===== src/rtl/uart_tx_queue.sv =====
// Byte FIFO plus one-frame-at-a-time dispatcher in front of the UART transmitter.
// Optional macro UART_TXQ_OVF_STICKY_EN makes overflow sticky until i_ovf_clr.
module uart_tx_queue #(
  parameter int DEPTH     = 16,
  parameter int AW        = 4,
  parameter int GAP_TICKS = 2
) (
  input  logic          clk,
  input  logic          rst,
  input  logic          i_tick,
  input  logic          i_wr_en,
  input  logic [7:0]    i_wr_data,
  output logic          o_full,
  output logic          o_empty,
  output logic [AW:0]   o_level,
  output logic          o_overflow,
  input  logic          i_ovf_clr,
  output logic          o_tx_start,
  output logic [7:0]    o_tx_data,
  input  logic          i_tx_busy,
  output logic [1:0]    o_state
);

  localparam int GW = (GAP_TICKS > 1) ? $clog2(GAP_TICKS) : 1;

  // Handshake: o_tx_start rises with a new byte on o_tx_data and holds both
  // until i_tx_busy is seen high; the next frame waits for i_tx_busy low plus
  // GAP_TICKS tick pulses.
  typedef enum logic [1:0] {S_IDLE, S_ISSUE, S_WAIT_DONE, S_GAP} state_t;

  state_t        r_state;
  state_t        w_state_nxt;
  logic [7:0]    r_mem [DEPTH];
  logic [AW-1:0] r_wr_ptr;
  logic [AW-1:0] r_rd_ptr;
  logic [AW:0]   r_level;
  logic [AW:0]   w_level_nxt;
  logic          r_full;
  logic          r_empty;
  logic [7:0]    r_tx_data;
  logic          r_ovf;
  logic [GW-1:0] r_gap_cnt;
  logic          w_pop;
  logic          w_push;
  logic          w_drop;

  assign w_pop  = (r_state == S_IDLE) & ~r_empty & ~i_tx_busy;
  assign w_push = i_wr_en & (~r_full | w_pop);
  assign w_drop = i_wr_en & r_full & ~w_pop;

  always_comb begin
    w_level_nxt = r_level;
    if (w_push && !w_pop)
      w_level_nxt = r_level + (AW+1)'(1);
    else if (w_pop && !w_push)
      w_level_nxt = r_level - (AW+1)'(1);
  end

  // A push into a full queue during a pop writes the slot being read; the
  // read sees the old byte because both happen on the same edge.
  always_ff @(posedge clk) begin
    if (w_push)
      r_mem[r_wr_ptr] <= i_wr_data;
  end

  always_ff @(posedge clk) begin
    if (rst) begin
      r_wr_ptr  <= '0;
      r_rd_ptr  <= '0;
      r_level   <= '0;
      r_full    <= 1'b0;
      r_empty   <= 1'b1;
      r_tx_data <= 8'h00;
    end else begin
      if (w_push)
        r_wr_ptr <= r_wr_ptr + AW'(1);
      if (w_pop) begin
        r_tx_data <= r_mem[r_rd_ptr];
        r_rd_ptr  <= r_rd_ptr + AW'(1);
      end
      r_level <= w_level_nxt;
      r_full  <= (w_level_nxt == (AW+1)'(DEPTH));
      r_empty <= (w_level_nxt == '0);
    end
  end

  always_ff @(posedge clk) begin
    if (rst)
      r_state <= S_IDLE;
    else
      r_state <= w_state_nxt;
  end

  always_comb begin
    w_state_nxt = r_state;
    case (r_state)
      S_IDLE:      if (w_pop) w_state_nxt = S_ISSUE;
      S_ISSUE:     if (i_tx_busy) w_state_nxt = S_WAIT_DONE;
      S_WAIT_DONE: if (!i_tx_busy) w_state_nxt = (GAP_TICKS == 0) ? S_IDLE : S_GAP;
      S_GAP:       if (i_tick && r_gap_cnt == GW'(GAP_TICKS - 1)) w_state_nxt = S_IDLE;
      default:     w_state_nxt = S_IDLE;
    endcase
  end

  always_comb begin
    o_tx_start = (r_state == S_ISSUE);
    o_state    = r_state;
    o_tx_data  = r_tx_data;
    o_level    = r_level;
    o_full     = r_full;
    o_empty    = r_empty;
    o_overflow = r_ovf;
  end

  always_ff @(posedge clk) begin
    if (rst)
      r_gap_cnt <= '0;
    else if (r_state == S_WAIT_DONE && !i_tx_busy)
      r_gap_cnt <= '0;
    else if (r_state == S_GAP && i_tick)
      r_gap_cnt <= r_gap_cnt + GW'(1);
  end

`ifdef UART_TXQ_OVF_STICKY_EN
  // A drop in the same cycle as a clear keeps the flag set.
  always_ff @(posedge clk) begin
    if (rst)
      r_ovf <= 1'b0;
    else if (w_drop)
      r_ovf <= 1'b1;
    else if (i_ovf_clr)
      r_ovf <= 1'b0;
  end
`else
  logic w_unused_ovf_clr;
  assign w_unused_ovf_clr = i_ovf_clr;

  always_ff @(posedge clk) begin
    if (rst)
      r_ovf <= 1'b0;
    else
      r_ovf <= w_drop;
  end
`endif

endmodule


===== config.mk =====
export PLATFORM = sky130hd
export DESIGN_NAME = uart_tx_queue
export DESIGN_NICKNAME = d
export VERILOG_FILES = /design/src/rtl/uart_tx_queue.sv
export SDC_FILE = /design/constraint.sdc
export NUM_CORES = 1
export LEC_CHECK = 0
export ABC_AREA = 1
export BUFFER_PORTS_ARGS = -buffer_cell sky130_fd_sc_hd__buf_2
export CAP_MARGIN = 20
export CORE_UTILIZATION = 63
export CTS_CLUSTER_DIAMETER = 30
export CTS_CLUSTER_SIZE = 40
export DETAILED_ROUTE_END_ITERATION = 10
export PLACE_DENSITY = 0.88
export SYNTH_ARGS = -nofsm -noshare
export SYNTH_HDL_FRONTEND = slang
export SYNTH_SLANG_ARGS = --single-unit

===== constraint.sdc =====
create_clock -name clk -period 5.65 [get_ports clk]
set_input_delay 0.2825 -clock clk [delete_from_list [all_inputs] [get_ports clk]]
set_output_delay 0.2825 -clock clk [all_outputs]
set_load 0.02 [all_outputs]

==> impl_metrics.env <==
export IMPL_layout_nets=664
export IMPL_globalplace_congestion=0.861
export IMPL_stdcell_area_um2=7360
export IMPL_ant_nets=0
export IMPL_intPower_mw=2.12
export IMPL_place_area_um2=6790
export IMPL_drt_total_wl_mm=14.4
export IMPL_yosysSeqAreaShare=0.664
export IMPL_status="finished, final reports clean"
export IMPL_clkSinkCount=155
export IMPL_slew_violations=0
export IMPL_clkPwrFrac=0.363
export IMPL_routed_via_density=5.95
export IMPL_critPathMaxFanout=75
export IMPL_root_buffer="clkbuf_8"
export IMPL_fin_tns_setup_ns=0
export IMPL_path_class="reg -> reg"
export IMPL_finClkSkew_ns=0.00836
export IMPL_boundaryPins=33
export IMPL_htree_levels=4
export IMPL_firstDrtPassIters=5
export IMPL_rsz0062_at_grt="false"
export IMPL_switching_share=0.301
export IMPL_slowest_stage="inv_2"
export IMPL_cts_buffer_depth=2
export IMPL_path_common_cell="nand3_1"
export IMPL_overflow=0
export IMPL_critPathRequiredTime_ns=6.08
export IMPL_p_leak_nw=2.77
export IMPL_setup_worst_path_start="r_rd_ptr[0]"
export IMPL_pwr_share_seq=0.440
export IMPL_hold_class="in -> reg"
export IMPL_p_comb_frac=0.197
export IMPL_cts_clk_slew_worst_paths_ns=0.07
export IMPL_start_util=0.645
export IMPL_path_cells="buf_4, inv_2, nor2_1, nor2_1, o21ai_0, nand3_1, nand3_1, nand3_1, nand2_1, inv_1"
export IMPL_drv_cap=0
export IMPL_syn_inst=615
export IMPL_critPathMaxStageDelay_ns=0.59
export IMPL_antenna_cells=0
export IMPL_cts_buffers=17
export IMPL_vias=4684
export IMPL_drive_gt1_frac=0.124
export IMPL_clk_latency_ns=0.53
export IMPL_grt_pass1_wl_mm=22.4
export IMPL_power_density_nw_per_um2=411
export IMPL_ys_types=29
export IMPL_route_detailed_drc=0
export IMPL_grt_max_degree=76
export IMPL_synth_seq_cells=155
export IMPL_antenna_found_initial=0
export IMPL_timing_slew_headroom=0.363
export IMPL_utilization=0.720
export IMPL_synth_nets=641
export IMPL_worst_slew_pin_slew_ns=0.954
export IMPL_syn_avg_cell_area_um2=10.7
export IMPL_min_period_ns=2.61
export IMPL_critPathTopFamily="buffers and inverters"
export IMPL_grtUsageTotal=0.280
export IMPL_rr_startpoint="r_rd_ptr[0]"
export IMPL_dp_hpwl_mm=8.47
export IMPL_die_h_um=104
export IMPL_fp_dieW_um=104
export IMPL_drt_iter0_markers=591
export IMPL_setup_viol=0
export IMPL_core_area_um2=10200
export IMPL_syn_to_final_growth_pct=11.5
export IMPL_final_cell_mix="135 x nor2_1, 128 x edfxtp_1, 66 x nand3_1, 58 x nand2_1, 52 x o21ai_0"
export IMPL_syn_area_um2=6600
export IMPL_rows=37
export IMPL_dp_cells=755
export IMPL_switchingPower_mw=0.912
export IMPL_yosysWarnings=0
export IMPL_fin_cells=787
export IMPL_path_buf_inv=3
export IMPL_cts_resized=0
export IMPL_hold_buffers=0
export IMPL_ir_worst_vdd_mv=0.339
export IMPL_period_share=0.462
export IMPL_crit_path_end_kind="flip-flop"
export IMPL_postCtsSetupBuffers=0
export IMPL_max_freq_mhz=383
export IMPL_grt_pass1_vias=4440
export IMPL_arrival_ns=3.05
export IMPL_routedWlPerCell_um=18.4
export IMPL_finalHoldViolations=0
export IMPL_cts_tree="yes"
export IMPL_final_common_cell="nor2_1"
export IMPL_min_from="rst"
export IMPL_die_area_um2=10900
export IMPL_setup_worst_path_start_class="flip-flop"
export IMPL_io_buffers=31
-- cell usage after synthesis (all sizes together) --
master	instances	area, um2
a221oi	1	8.76
nand3	70	370
buf	20	123
nand2	61	236
nand3b	1	20.0
o21ai	66	330
inv	41	154
o211ai	8	60.1
edfxtp	128	3840
or2	1	6.26
nor2	138	531
xor2	3	26.3
o21a	8	60.1
nand4	4	25.0
a21oi	13	65.1
nor3	2	10.0
clkbuf	9	33.8
ha	12	150
clkinv	2	7.51
dfxtp	27	541
-- per-layer routing --
metal	vias to the layer above	GRT usage	wire length, um
met3	33	0.0683	1400
met5	-	0	0
li1	2161	-	-
met4	0	0.122	342
met2	280	0.437	7000
met1	2210	0.377	5710
-- flip-flops by register name (all words and copies together), names as in the netlist --
| name | flops |
|---|---|
| o_tx_data | 8 |
| o_state | 2 |
| r_rd_ptr | 4 |
| r_wr_ptr | 4 |
| o_overflow | 1 |
| o_full | 1 |
| r_mem | 128 |
| r_gap_cnt | 1 |
| o_level | 5 |
| o_empty | 1 |
-- final timing paths --
kind	slack (ns)	to	cells past startpoint
worst max-delay path	3.04	o_tx_data[3]	10
worst min-delay path	0.03	o_level[1]	2
worst max register to register	3.04	o_tx_data[3]	10
worst min register to register	0.53	r_gap_cnt	2
-- cell families after synthesis --
family / share of synthesized area
adders and majority gates: 0.0227
xor gates and xnor gates: 0.00398
buffers and inverters: 0.0481
AOI/OAI and AO/OA: 0.0794
and+or+nand+nor: 0.182
DFF: 0.664
-- metrics by stage --
stage                     power [mW]  hold slack [ns]  setup slack, ns
final                           3.03           0.0272             3.04
after global routing            3.15           0.0203             2.90
after CTS                       3.03          0.00752             3.11
after detailed placement        1.94            0.514             3.15
after global placement          1.91            0.482             3.21
after floorplan                 1.80            0.352             3.68
-- final cells by class --
class	instances	area, um2
clock buffer	17	414
timing repair buffer	33	170
multi-input combinational	388	1900
sequential	155	4390
clock inverter	15	163
fill	640	2870
tap	136	170
inverter	43	161
-- power by group through the flow --
stage | logic, mW | registers (mW) | clock network (mW)
after floorplan | 0.408 | 1.39 | 0
after global placement | 0.555 | 1.35 | 0
after detailed placement | 0.579 | 1.36 | 0
after CTS | 0.589 | 1.33 | 1.10
after global routing | 0.657 | 1.34 | 1.15
final | 0.595 | 1.33 | 1.10
Power figures use the tool's default switching activity.
